--- src/rtl/mcyc_ctrl.sv ---
// mcyc_ctrl - multi-cycle instruction sequencing controller.
//
// Steps each instruction through IF -> ID -> EX -> [MEM] -> [WB] -> IF and
// drives the fetch/data request lines and the write strobes of a simple
// multi-cycle RV32-style datapath. The opcode class is captured in ID so the
// rest of the instruction is decided from the latched class only.
//
// Ports
//   clk        in   rising-edge clock
//   rst        in   synchronous active-high reset (overrides everything)
//   global_en  in   run enable; 0 freezes state, counters and all strobes
//   opcode     in   inst[6:0] from the external instruction register
//   imem_req   out  instruction fetch request (IF)
//   imem_rdy   in   fetch data valid this cycle
//   dmem_req   out  data access request (MEM)
//   dmem_we    out  data access is a store
//   dmem_rdy   in   data access complete this cycle
//   ir_we      out  load instruction register
//   pc_we      out  commit next PC
//   rf_we      out  register file write strobe
//   state      out  current state code (IF=0 ID=1 EX=2 MEM=3 WB=4 HALT=5)
//   halted     out  controller is in HALT
//   illegal    out  HALT was caused by an unknown opcode
//   retired    out  retired-instruction count (wraps silently)
module mcyc_ctrl (
  input  logic        clk,
  input  logic        rst,
  input  logic        global_en,
  input  logic [6:0]  opcode,
  output logic        imem_req,
  input  logic        imem_rdy,
  output logic        dmem_req,
  output logic        dmem_we,
  input  logic        dmem_rdy,
  output logic        ir_we,
  output logic        pc_we,
  output logic        rf_we,
  output logic [2:0]  state,
  output logic        halted,
  output logic        illegal,
  output logic [31:0] retired
);

  localparam logic [2:0] S_IF   = 3'd0;
  localparam logic [2:0] S_ID   = 3'd1;
  localparam logic [2:0] S_EX   = 3'd2;
  localparam logic [2:0] S_MEM  = 3'd3;
  localparam logic [2:0] S_WB   = 3'd4;
  localparam logic [2:0] S_HALT = 3'd5;

  localparam logic [6:0] OP_R      = 7'b0110011;
  localparam logic [6:0] OP_I      = 7'b0010011;
  localparam logic [6:0] OP_LUI    = 7'b0110111;
  localparam logic [6:0] OP_AUIPC  = 7'b0010111;
  localparam logic [6:0] OP_LOAD   = 7'b0000011;
  localparam logic [6:0] OP_STORE  = 7'b0100011;
  localparam logic [6:0] OP_EBREAK = 7'b1110011;

  logic [2:0]  r_state;
  logic        r_illegal;
  logic [31:0] r_retired;
  logic        r_is_load;
  logic        r_is_store;

  logic [2:0]  w_next_state;
  logic        w_next_illegal;
  logic        w_retire;
  logic        w_active;
  logic        w_op_legal;
  logic        w_op_ebreak;
  logic        w_op_load;
  logic        w_op_store;

  // Opcode decode of the live instruction register; only consumed in ID.
  always_comb begin
    w_op_legal  = 1'b0;
    w_op_ebreak = 1'b0;
    w_op_load   = 1'b0;
    w_op_store  = 1'b0;
    case (opcode)
      OP_R, OP_I, OP_LUI, OP_AUIPC: w_op_legal = 1'b1;
      OP_LOAD: begin
        w_op_legal = 1'b1;
        w_op_load  = 1'b1;
      end
      OP_STORE: begin
        w_op_legal = 1'b1;
        w_op_store = 1'b1;
      end
      OP_EBREAK: begin
        w_op_legal  = 1'b1;
        w_op_ebreak = 1'b1;
      end
      default: w_op_legal = 1'b0;
    endcase
  end

  // Next-state, illegal-flag and retire decisions.
  always_comb begin
    w_next_state   = r_state;
    w_next_illegal = r_illegal;
    w_retire       = 1'b0;
    case (r_state)
      S_IF: begin
        if (imem_rdy) w_next_state = S_ID;
        else          w_next_state = S_IF;
      end
      S_ID: begin
        if (w_op_ebreak) begin
          w_next_state = S_HALT;
        end else if (!w_op_legal) begin
          w_next_state   = S_HALT;
          w_next_illegal = 1'b1;
        end else begin
          w_next_state = S_EX;
        end
      end
      S_EX: begin
        if (r_is_load || r_is_store) w_next_state = S_MEM;
        else                         w_next_state = S_WB;
      end
      S_MEM: begin
        if (dmem_rdy) begin
          // Stores commit straight from MEM; loads still need WB.
          if (r_is_store) begin
            w_next_state = S_IF;
            w_retire     = 1'b1;
          end else begin
            w_next_state = S_WB;
          end
        end else begin
          w_next_state = S_MEM;
        end
      end
      S_WB: begin
        w_next_state = S_IF;
        w_retire     = 1'b1;
      end
      S_HALT: w_next_state = S_HALT;
      default: begin
        // Unused codes 6/7 are treated as a corrupted state.
        w_next_state   = S_HALT;
        w_next_illegal = 1'b1;
      end
    endcase
  end

  // State, class, illegal and retired registers; frozen while disabled.
  always_ff @(posedge clk) begin
    if (rst) begin
      r_state    <= S_IF;
      r_illegal  <= 1'b0;
      r_retired  <= 32'd0;
      r_is_load  <= 1'b0;
      r_is_store <= 1'b0;
    end else if (global_en) begin
      r_state   <= w_next_state;
      r_illegal <= w_next_illegal;
      if (w_retire) r_retired <= r_retired + 32'd1;
      else          r_retired <= r_retired;
      // Class is captured only in ID so later opcode changes are ignored.
      if (r_state == S_ID) begin
        r_is_load  <= w_op_load;
        r_is_store <= w_op_store;
      end else begin
        r_is_load  <= r_is_load;
        r_is_store <= r_is_store;
      end
    end else begin
      r_state    <= r_state;
      r_illegal  <= r_illegal;
      r_retired  <= r_retired;
      r_is_load  <= r_is_load;
      r_is_store <= r_is_store;
    end
  end

  // Requests and strobes: gated by enable, and forced low during reset
  // because reset is sampled only at the next edge.
  always_comb begin
    w_active = global_en & ~rst;
    imem_req = w_active & (r_state == S_IF);
    ir_we    = w_active & (r_state == S_IF) & imem_rdy;
    dmem_req = w_active & (r_state == S_MEM);
    dmem_we  = w_active & (r_state == S_MEM) & r_is_store;
    pc_we    = w_active & ((r_state == S_WB) |
                           ((r_state == S_MEM) & r_is_store & dmem_rdy));
    rf_we    = w_active & (r_state == S_WB);
    state    = rst ? S_IF : r_state;
    halted   = ~rst & (r_state == S_HALT);
    illegal  = ~rst & r_illegal;
    retired  = rst ? 32'd0 : r_retired;
  end

endmodule

--- config.mk ---
export PLATFORM = sky130hd
export DESIGN_NAME = mcyc_ctrl
export DESIGN_NICKNAME = d
export VERILOG_FILES = /design/src/rtl/mcyc_ctrl.sv
export SDC_FILE = /design/constraint.sdc
export NUM_CORES = 1
export LEC_CHECK = 0
export ABC_CLOCK_PERIOD_IN_PS = 2100
export CORE_ASPECT_RATIO = 1.25
export CORE_MARGIN = 10
export CORE_UTILIZATION = 45
export DETAILED_ROUTE_END_ITERATION = 7
export PLACE_DENSITY = 0.74
export SLEW_MARGIN = 20
export SYNTH_ARGS = -nofsm -noshare
export SYNTH_HDL_FRONTEND = slang
export SYNTH_SLANG_ARGS = --single-unit
--- constraint.sdc ---
create_clock -name clk -period 2.1 [get_ports clk]
set_clock_uncertainty 0.1 [all_clocks]
set_input_delay 0.42 -clock clk [delete_from_list [all_inputs] [get_ports clk]]
set_output_delay 0.42 -clock clk [all_outputs]
set_load 0.05 [all_outputs]
Yosys cells after proc, flatten, opt, wreduce, memory -nomap -nowiden
Index checks and enable logic that the tools add are counted.

Add/sub/neg operators: 1. Eq/ne operators: 14. Muxes and demuxes: 19. Bitwise gates (word level): 14. Reduce and logical (&&, ||, !) cells: 7.

Operators with widths (count): adder 32 x 1 -> 32 bit (second input constant) (1); 2-to-1 mux 32 bit (1); == test 7 x 6 -> 1 bit (second input constant) (3); 2-to-1 mux 3 bit (6); one-hot mux 3 bit (5 select lines) (1); == test 7 x 5 -> 1 bit (second input constant) (2); AND 1 bit (11); 2-to-1 mux 1 bit (9); == test 7 x 2 -> 1 bit (second input constant) (1); == test 7 bit (second input constant) (1); OR reduction 7 bit (1); == test 3 x 2 -> 1 bit (second input constant) (2); == test 3 bit (second input constant) (2); OR reduction 5 bit (1); != test 2 bit (second input constant) (2); one-hot mux 1 bit (2 select lines) (2); AND reduction 2 bit (2); AND reduction 4 bit (1); == test 3 x 1 -> 1 bit (second input constant) (1); logical NOT 3 bit (1); inverter 1 bit (2); logical OR 1 bit (1); bitwise OR 1 bit (1).

Register bits after elaboration: 38. Bits of input ports: 12. Word-level logic and storage cells: 60.

Logic depth before layout (Yosys ltp)
Gate-level depths: netlist of the first run.

Depth after elaboration: 6. Mapped depth: 8. Gate-level depth less buffers: 6.

Least setup slack after synthesis of the first run
Ideal clock, no wire load.

Path kind: input to output. From: in rst. To: out dmem_we. Data arrival time: 2.469 ns. Slack: -0.889 ns. Cell stages on the path: 4. Buffers on the path: 1. Cell sequence: clkbuf_1 -> nand2b_1 -> nor3_1 -> and2_1.

Word-level cells in the longest chain between the ends: 4.

Ends and longest elaborated chain: start, declared (line 27) `input logic rst,`; inverter 1 bit (line 181) `w_active = global_en & ~rst;`; AND 1 bit (line 181); AND 1 bit; named net dmem_req (line 32) `output logic dmem_req,`; AND 1 bit (line 185) `dmem_we = w_active & (r_state == S_MEM) & r_is_store;`; end, declared (line 33) `output logic dmem_we,`.

The timed path passes the listed nets, and every way through them passes these cells.

Final worst setup path of the first run
From: in global_en. To: out pc_we.

Word-level cells in the longest chain between the ends: 2.

Ends and longest elaborated chain: start, declared (line 28) `input logic global_en,`; AND 1 bit (line 181); AND 1 bit (line 186) `pc_we = w_active & ((r_state == S_WB) |`; end, declared (line 36) `output logic pc_we,`.

No other way between the ends.

==> run summary, run 1 <==
===========================================================================================
Final-layout fill cell count .................................................          377
Clock period minus worst slack ...............................................      2.03 ns
Peak Freq ....................................................................    0.492 GHz
Clk pin slew, worst setup/hold paths .........................................      0.07 ns
Switching part of the total power ............................................        0.262
Pin slew with the least headroom to its limit ................................     0.353 ns
First-pass GRT wire length ...................................................      9.81 mm
Share of total power in the clock network ....................................        0.351
Async S/R FF share, synth ....................................................            0
Floorplan die width ..........................................................      82.3 um
Series of cell instances along the critical path ............................. dlygate4sd2_1 > nand4_1 > o22ai_4 > buf_6 > nor2b_4 > buf_12
Largest net degree at the start of global routing ............................           40
Leading register cell type out of synthesis .................................. sky130_fd_sc_hd__dfxtp_1
CP Capture Type .............................................................. primary output
Number of synthesized flops with an enable pin ...............................            0
Clock H-tree levels ..........................................................            2
Sequential Area ..............................................................     762 um^2
Fraction of final layout cells with drive strength greater than 1 ............        0.339
CTS tree .....................................................................        built
Total number of vias .........................................................        2,171
Worst setup margin ...........................................................    0.0690 ns
Initial DRT Pass Iterations ..................................................            5
Portion of total power attributed to sequential cells ........................        0.494
Top-Level Pins ...............................................................           55
Max FO, Critical Path ........................................................            4
Slew HR ......................................................................        0.763
Number of CTS-inserted buffers ...............................................            5
Unique masters post-synth ....................................................           42
Leakage power ................................................................      1.34 nW
Critical Setup Path Class .................................................... primary input to primary output
Site Rows ....................................................................           28
Setup slack after placement ..................................................    -0.303 ns
# nets final .................................................................          357
Mean Syn Cell Area ...........................................................    8.05 um^2
Total area of multi-input combinational cells ................................    1430 um^2
Number of antenna violations at the first check in global routing ............            0
Antenna Cells ................................................................            0
Number of nets still failing antenna checks after routing ....................            0
Final cell utilization of the core ...........................................        0.711
GRT overflow .................................................................            0
Area growth syn-to-layout ....................................................        54.3%
Clock latency on the worst-skew pair .........................................      0.29 ns
Gp weighted congestion .......................................................        0.890
Total die area ...............................................................    8050 um^2
Synthesized netlist cell count ...............................................          271
Fraction of met3 tracks used by global routing ...............................       0.0367
Internal power ...............................................................      1.10 mW
Library cell contributing the largest single delay on the critical path ...... sky130_fd_sc_hd__dlygate4sd2_1
Max IR drop VDD ..............................................................       401 uV
Die outline height ...........................................................      97.8 um
Design area ..................................................................    3360 um^2
Non-filler instance count after layout .......................................          405
CP peak stage delay ..........................................................      0.29 ns
Max-cap violation count ......................................................            0
Number of max-slew violations in the final report ............................            0
Core footprint ...............................................................    4730 um^2
Drt total wl .................................................................      5.87 mm
TritonCTS Sinks ..............................................................           38
Avg Vias per Cell ............................................................         5.36
Share of the yosys chip area belonging to registers ..........................        0.349
Most crowded layer after global routing ......................................         met2
Met1 Usage GRT ...............................................................        0.152
Hold-fix buffer count after cts ..............................................            0
Buffer levels on the longest clock path ......................................            2
Global-route usage over all layers ...........................................        0.148
Instance count after placement with tap cells included .......................          395
Netlist Area Pre-Place .......................................................    2180 um^2
Switching power ..............................................................       390 uW
Met2 track demand over resource ..............................................        0.273
Status .......................................................................    completed
Required time reported for the critical path endpoint ........................      1.58 ns
Worst min path class ......................................................... primary input to flop
Top Family by Delay on Critical Path ......................................... buffers and inverters
Final clock period utilization by the worst path .............................        0.967
Via count of the first global-routing pass ...................................        2,158
Number of endpoints with negative hold slack in the final report .............            0
Most used cells in the layout excluding fill and tap cells ................... sky130_fd_sc_hd__buf_4, sky130_fd_sc_hd__dfxtp_1, sky130_fd_sc_hd__nor2_1
Commonest non-fill, non-tap cell in the layout ............................... sky130_fd_sc_hd__buf_4
Number of design-rule violations left by the first detailed-router iteration .          116
Total power draw .............................................................      1.49 mW
Detailed-route wire length per cell ..........................................      14.5 um
Critical Path Start Type ..................................................... primary input
Count of buffers inserted at the top-level ports .............................           54
Share of power burned in combinational logic .................................        0.156
Mapped Nets ..................................................................          284
Total buffers and inverters traversed by the critical path ...................            3
Master cell of the clock root buffer ......................................... sky130_fd_sc_hd__clkbuf_8
Post-place instance area .....................................................    3240 um^2
Final number of setup-violating endpoints ....................................            0
YS warnings ..................................................................            0
Initial standard-cell utilization of the core ................................        0.461
Number of DRC violations after detailed routing ..............................            0
Arrival time at the worst endpoint ...........................................      1.51 ns
Flops & latches, synth .......................................................           38
DP Wirelength ................................................................      4.60 mm
Areal power density over the cells ...........................................  442 nW/um^2
===========================================================================================
worst register-to-register path: cells and delay by family (launching register included):
family / cells / cell delay (ns)
buffers and inverters: 1 / 0.16
muxes: 1 / 0.31
DFF: 1 / 0.45
and+or+nand+nor: 4 / 0.79
synth_stat cells, types with 8 or more instances:
cell type,count,share of area
sky130_fd_sc_hd__nand3_1,8,0.018
sky130_fd_sc_hd__nor2_1,39,0.067
sky130_fd_sc_hd__nand2_1,16,0.028
sky130_fd_sc_hd__mux2_1,9,0.046
sky130_fd_sc_hd__nor2b_1,33,0.095
sky130_fd_sc_hd__dfxtp_1,38,0.35
sky130_fd_sc_hd__xor2_1,12,0.048
sky130_fd_sc_hd__clkbuf_1,11,0.019
sky130_fd_sc_hd__nand4_1,16,0.046
sky130_fd_sc_hd__a21oi_1,10,0.023
sky130_fd_sc_hd__inv_1,10,0.017
per-stage QoR:
stage,TNS (ns),hold slack [ns]
finish,0,0.364
global route,-0.00162,0.395
CTS,0,0.357
detailed placement,-4.34,0.408
global placement,-3.12,0.393
floorplan,-0.567,0.359
state kept, by name, indices dropped and copies added, names as in the netlist:
signal	count
r_retired	32
r_state	3
r_illegal	1
r_is_load	1
r_is_store	1
power groups by stage:
stage,combinational (mW),sequential (mW),clock [mW]
floorplan,0.129,0.747,0
global placement,0.222,0.750,0
detailed placement,0.226,0.750,0
CTS,0.231,0.733,0.533
global route,0.248,0.735,0.560
finish,0.232,0.734,0.521
timing repair:
item | in CTS | in global routing
endpoints found under the setup margin | 6 | 4
pin swaps | 1 | 0
setup buffers | 2 | 0
gates resized for setup | 4 | 3
layout make-up:
| type | instances | area share |
|---|---|---|
| Clock buffer | 6 | 0.0245 |
| Multi-Input combinational cell | 207 | 0.425 |
| Tap cell | 60 | 0.0223 |
| Timing Repair Buffer | 82 | 0.287 |
| Clock inverter | 2 | 0.00372 |
| Sequential cell | 38 | 0.226 |
| Inverter | 10 | 0.0112 |
path summary, 6_finish.rpt:
| kind | from | endpoint | slack (ns) | cells past startpoint |
|---|---|---|---|---|
| setup / recovery | global_en | pc_we | 0.07 | 6 |
| hold / removal | rst | r_is_load | 0.36 | 2 |
| setup reg to reg | r_retired[4] | r_retired[31] | 0.18 | 6 |
| hold reg to reg | r_retired[26] | r_retired[26] | 0.43 | 2 |
per-layer routing:
metal / vias to the layer above / share of wire / routed length, um
li1: 1080 / - / -
met1: 1016 / 0.39 / 2260
met2: 63 / 0.54 / 3170
met3: 12 / 0.055 / 323
met4: 0 / 0.020 / 116
met5: - / 0 / 0
cells by family (layout without fill, tap and decap cells):
group / count (synthesis) / in the layout / synth area share
simple gates: 151 / 151 / 0.386
mux: 10 / 10 / 0.0511
compound gates: 29 / 29 / 0.0952
fa+ha+maj: 1 / 1 / 0.00574
xor+xnor: 16 / 16 / 0.0643
flops: 38 / 38 / 0.349
buf+inv: 26 / 100 / 0.0488
Power figures use the tool's default switching activity.
==> run 2: changes to the inputs <==
Settings changed: CAP_MARGIN from default to 30, DONT_BUFFER_PORTS from default to 1, PLACE_DENSITY 0.74 to default.
==> run summary, run 2 (synthesis results as in run 1) <==
===========================================================================================
Arrival time at the worst endpoint ...........................................      1.50 ns
Leading registers by flop count .............................................. r_retired: 32 flops, r_state: 3 flops
DP Wirelength ................................................................      4.06 mm
Avg Vias per Cell ............................................................         5.41
Number of CTS-inserted buffers ...............................................            5
GRT overflow .................................................................            0
Gp weighted congestion .......................................................        0.820
Commonest non-fill, non-tap cell in the layout ............................... sky130_fd_sc_hd__dfxtp_1
Buffer levels on the longest clock path ......................................            2
Number of antenna violations at the first check in global routing ............            0
Number of max-slew violations in the final report ............................            0
Leakage power ................................................................      1.04 nW
Largest register FFs .........................................................           32
Initial DRT Pass Iterations ..................................................            4
Peak Freq ....................................................................    0.494 GHz
Critical Setup Path Class .................................................... flop to primary output
Clk pin slew, worst setup/hold paths .........................................      0.07 ns
Core footprint ...............................................................    4730 um^2
Slew HR ......................................................................        0.617
Site Rows ....................................................................           28
Setup repair after global routing missed its margin ..........................          yes
Critical register-to-register path startpoint ................................ r_retired[10]
Clock latency on the worst-skew pair .........................................      0.29 ns
Area growth syn-to-layout ....................................................        24.1%
Global-route usage over all layers ...........................................        0.136
Final-layout fill cell count .................................................          457
CP Capture Type .............................................................. primary output
Antenna Cells ................................................................            0
Sequential Area ..............................................................     766 um^2
Die outline height ...........................................................      97.8 um
Master cell of the clock root buffer ......................................... sky130_fd_sc_hd__clkbuf_8
Worst Hold Launch ............................................................          rst
Areal power density over the cells ...........................................  543 nW/um^2
Instance count after placement with tap cells included .......................          345
Reg2reg path depth ...........................................................            5
Detailed-route wire length per cell ..........................................      15.4 um
Pin slew with the least headroom to its limit ................................     0.573 ns
Max FO, Critical Path ........................................................            4
Number of design-rule violations left by the first detailed-router iteration .           74
Floorplan die width ..........................................................      82.3 um
Non-filler instance count after layout .......................................          356
Largest net degree at the start of global routing ............................           74
Total die area ...............................................................    8050 um^2
# nets final .................................................................          308
Initial standard-cell utilization of the core ................................        0.461
Total area of multi-input combinational cells ................................    1430 um^2
Number of nets still failing antenna checks after routing ....................            0
Max-cap violation count ......................................................            0
Final number of setup-violating endpoints ....................................            0
CTS tree .....................................................................        built
Slack of the worst reg-to-reg path ...........................................      0.20 ns
Fraction of final layout cells with drive strength greater than 1 ............        0.264
Max IR drop VDD ..............................................................       497 uV
Total number of vias .........................................................        1,927
First-pass GRT wire length ...................................................      8.94 mm
Count of buffers inserted at the top-level ports .............................            0
Final clock period utilization by the worst path .............................        0.964
Status .......................................................................    completed
Clock H-tree levels ..........................................................            2
Via count of the first global-routing pass ...................................        1,880
Crit path launch .............................................................   r_state[2]
Hold-fix buffer count after cts ..............................................            0
Reg with most FFs ............................................................    r_retired
Critical Path Start Type .....................................................         flop
TritonCTS Sinks ..............................................................           38
Number of DRC violations after detailed routing ..............................            0
Drt total wl .................................................................      5.49 mm
Number of endpoints with negative hold slack in the final report .............            0
Number of stages on the worst hold path ......................................            1
Total power draw .............................................................      1.47 mW
Clock period minus worst slack ...............................................      2.02 ns
Worst min path class ......................................................... primary input to flop
Required time reported for the critical path endpoint ........................      1.58 ns
Top-Level Pins ...............................................................           55
Most used cells in the layout excluding fill and tap cells ................... sky130_fd_sc_hd__dfxtp_1, sky130_fd_sc_hd__nor2_1, sky130_fd_sc_hd__buf_4
===========================================================================================
==> run 2: changes by cell type in the layout (fill, tap and decap cells not counted), moves of 2 or more <==
cell,previous run,this run
sky130_fd_sc_hd__buf_12,26,3
sky130_fd_sc_hd__buf_4,44,29
sky130_fd_sc_hd__clkbuf_8,6,8
sky130_fd_sc_hd__clkdlybuf4s50_1,8,0
sky130_fd_sc_hd__dlygate4sd2_1,2,0
==> run 2: power breakdown <==
part           total (mW)  switching (mW)  internal (mW)
clock network       0.591           0.259          0.332
registers           0.734         0.00693          0.727
logic               0.144          0.0850         0.0590
total                1.47           0.351           1.12
==> run 2: final cells by class <==
| class | count | area share |
|---|---|---|
| clock buffer | 8 | 0.0407 |
| inverter | 10 | 0.0139 |
| multi-input combinational | 207 | 0.527 |
| sequential | 38 | 0.283 |
| tap | 60 | 0.0277 |
| timing repair buffer | 33 | 0.108 |
==> run 2: per-layer routing <==
metal | GRT usage | vias up | routed length (um)
li1 | - | 982 | -
met1 | 0.152 | 904 | 2260
met2 | 0.232 | 37 | 2820
met3 | 0.0477 | 4 | 365
met4 | 0.0394 | 0 | 53
met5 | 0 | - | 0
==> run 2: timing repair <==
item / 4_1_cts / 5_1_grt
pin swaps: 0 / 2
endpoints found under the setup margin: 2 / 3
resized for setup: 4 / 3
setup buffers: 0 / 3
==> run 2: worst paths after layout <==
path	to
hold reg to reg	r_retired[26]
setup / recovery	dmem_we
setup reg to reg	r_retired[31]
hold / removal	r_retired[22]
==> run 2: per-stage QoR <==
stage | utilization | cell area [um^2] | setup TNS, ns | setup slack (ns) | hold slack (ns)
after floorplan | - | 2290 | -0.567 | -0.228 | 0.359
after global placement | 0.540 | 2550 | 0 | 0.253 | 0.394
after detailed placement | 0.540 | 2550 | 0 | 0.200 | 0.392
after CTS | 0.566 | 2680 | 0 | 0.0121 | 0.0981
after global routing | 0.572 | 2710 | -0.0183 | -0.0149 | 0.0966
final | 0.572 | 2710 | 0 | 0.0759 | 0.119
==> run 2: critical path: stages (launching register included) <==
cell and delay, ns:
sky130_fd_sc_hd__dfxtp_1 0.35, sky130_fd_sc_hd__nand2b_1 0.20, sky130_fd_sc_hd__buf_4 0.18, sky130_fd_sc_hd__nor3_4 0.17, sky130_fd_sc_hd__and2_1 0.19, sky130_fd_sc_hd__buf_12 0.14
==> run 3: changes to the inputs <==
Settings changed: CORE_ASPECT_RATIO 1.25 to 1.75.
==> run summary, run 3 (synthesis results as in run 1) <==
===========================================================================================
Status .......................................................................    completed
Switching part of the total power ............................................        0.241
# nets final .................................................................          309
Area growth syn-to-layout ....................................................        22.9%
Clock latency on the worst-skew pair .........................................      0.30 ns
Number of CTS-inserted buffers ...............................................            5
Max FO, Critical Path ........................................................            4
Floorplan die width ..........................................................      72.6 um
Number of antenna violations at the first check in global routing ............            0
Largest net degree at the start of global routing ............................           74
CP peak stage delay ..........................................................      0.34 ns
Core footprint ...............................................................    4710 um^2
Total buffers and inverters traversed by the critical path ...................            1
Avg Vias per Cell ............................................................         5.62
Top Family by Delay on Critical Path ......................................... simple AND/OR/NAND/NOR gates
CTS tree .....................................................................        built
Number of design-rule violations left by the first detailed-router iteration .          137
Via count of the first global-routing pass ...................................        1,948
Critical Setup Path Class .................................................... flop to primary output
Non-filler instance count after layout .......................................          349
Reg with most FFs ............................................................    r_retired
Required time reported for the critical path endpoint ........................      1.58 ns
TritonCTS Sinks ..............................................................           38
GRT overflow .................................................................            0
Critical Path Start Type .....................................................         flop
Share of power burned in combinational logic .................................        0.094
Antenna Cells ................................................................            0
Initial standard-cell utilization of the core ................................        0.463
Gp weighted congestion .......................................................        0.846
Buffer levels on the longest clock path ......................................            2
Internal power ...............................................................      1.14 mW
Peak Freq ....................................................................    0.497 GHz
Share of total power in the clock network ....................................        0.417
Setup repair after global routing missed its margin ..........................           no
Initial DRT Pass Iterations ..................................................            4
Series of cell instances along the critical path ............................. or2_4 > nor3b_2 > and2_1 > buf_4
Final clock period utilization by the worst path .............................        0.958
Sequential Area ..............................................................     763 um^2
DP Wirelength ................................................................      4.18 mm
Site Rows ....................................................................           33
Max-cap violation count ......................................................            0
Fraction of final layout cells with drive strength greater than 1 ............        0.259
Count of buffers inserted at the top-level ports .............................            0
Most used cells in the layout excluding fill and tap cells ................... sky130_fd_sc_hd__dfxtp_1, sky130_fd_sc_hd__nor2_1, sky130_fd_sc_hd__buf_4
Instance count after placement with tap cells included .......................          340
First-pass GRT wire length ...................................................      9.21 mm
Pin slew with the least headroom to its limit ................................     0.572 ns
Detailed-route wire length per cell ..........................................      16.0 um
Largest register FFs .........................................................           32
Leakage power ................................................................      1.04 nW
Drt total wl .................................................................      5.58 mm
Final-layout fill cell count .................................................          474
Commonest non-fill, non-tap cell in the layout ............................... sky130_fd_sc_hd__dfxtp_1
Hold slack final .............................................................    0.0941 ns
Die outline height ...........................................................       112 um
Total die area ...............................................................    8140 um^2
Clk pin slew, worst setup/hold paths .........................................      0.07 ns
Number of endpoints with negative hold slack in the final report .............            0
Arrival time at the worst endpoint ...........................................      1.49 ns
Slew HR ......................................................................        0.617
Top-Level Pins ...............................................................           55
Final number of setup-violating endpoints ....................................            0
Number of nets still failing antenna checks after routing ....................            0
Worst min path class ......................................................... primary input to flop
Global-route usage over all layers ...........................................        0.136
Areal power density over the cells ...........................................  559 nW/um^2
Total area of multi-input combinational cells ................................    1430 um^2
Switching power ..............................................................       361 uW
Number of DRC violations after detailed routing ..............................            0
CP Capture Type .............................................................. primary output
Total power draw .............................................................      1.50 mW
Portion of total power attributed to sequential cells ........................        0.490
Number of max-slew violations in the final report ............................            0
Library cell contributing the largest single delay on the critical path ...... sky130_fd_sc_hd__dfxtp_2
Leading registers by flop count .............................................. r_retired: 32 flops, r_state: 3 flops
Design area ..................................................................    2680 um^2
Clock period minus worst slack ...............................................      2.01 ns
Master cell of the clock root buffer ......................................... sky130_fd_sc_hd__clkbuf_8
Post-place instance area .....................................................    2550 um^2
Max IR drop VDD ..............................................................       571 uV
Clock H-tree levels ..........................................................            2
Total number of vias .........................................................        1,962
===========================================================================================
-- run 3: timing repair --
item,4_1_cts,5_1_grt
resized for setup,3,2
setup endpoints to repair,2,2
setup buffers,1,0
hold buffers,0,0
-- run 3: worst reg2reg max path: stages, from the launching register on --
cell,delay (ns)
sky130_fd_sc_hd__dfxtp_1,0.46
sky130_fd_sc_hd__and3_1,0.22
sky130_fd_sc_hd__nor2b_1,0.15
sky130_fd_sc_hd__and3_1,0.30
sky130_fd_sc_hd__buf_4,0.18
sky130_fd_sc_hd__nand2_1,0.06
sky130_fd_sc_hd__mux2_1,0.31
-- run 3: cell type report --
class,count,area share
timing repair buffer,34,0.106
sequential,38,0.285
clock inverter,1,0.0112
inverter,10,0.0140
clock buffer,7,0.0285
tap,52,0.0243
multi-input combinational,207,0.531
-- run 3: stage by stage --
stage | worst slack [ns] | setup TNS (ns) | util
6_report | 0.0889 | 0 | 0.570
5_1_grt | 0.0224 | 0 | 0.570
4_1_cts | 0.0108 | 0 | 0.568
3_5_place_dp | 0.199 | 0 | 0.543
3_3_place_gp | 0.222 | 0 | 0.543
2_1_floorplan | -0.228 | -0.567 | -
-- run 3: power groups by stage --
stage | combinational (mW) | sequential [mW] | clock, mW
4_1_cts | 0.140 | 0.733 | 0.635
6_report | 0.140 | 0.734 | 0.625
3_3_place_gp | 0.134 | 0.750 | 0
3_5_place_dp | 0.135 | 0.750 | 0
5_1_grt | 0.152 | 0.735 | 0.655
2_1_floorplan | 0.129 | 0.747 | 0
-- run 3: metal layers --
layer / share of wire / GRT usage / up-vias
met5: 0 / 0 / -
met4: 0.023 / 0.0649 / 0
met3: 0.053 / 0.0423 / 10
li1: - / - / 987
met1: 0.37 / 0.136 / 933
met2: 0.55 / 0.243 / 32
-- run 3: worst paths after layout --
kind	from	end	slack, ns	depth (start not counted)
max	r_state[0]	ir_we	0.09	4
max reg2reg	r_retired[2]	r_retired[17]	0.21	6
min reg2reg	r_retired[26]	r_retired[26]	0.41	2
min	rst	r_retired[22]	0.09	1
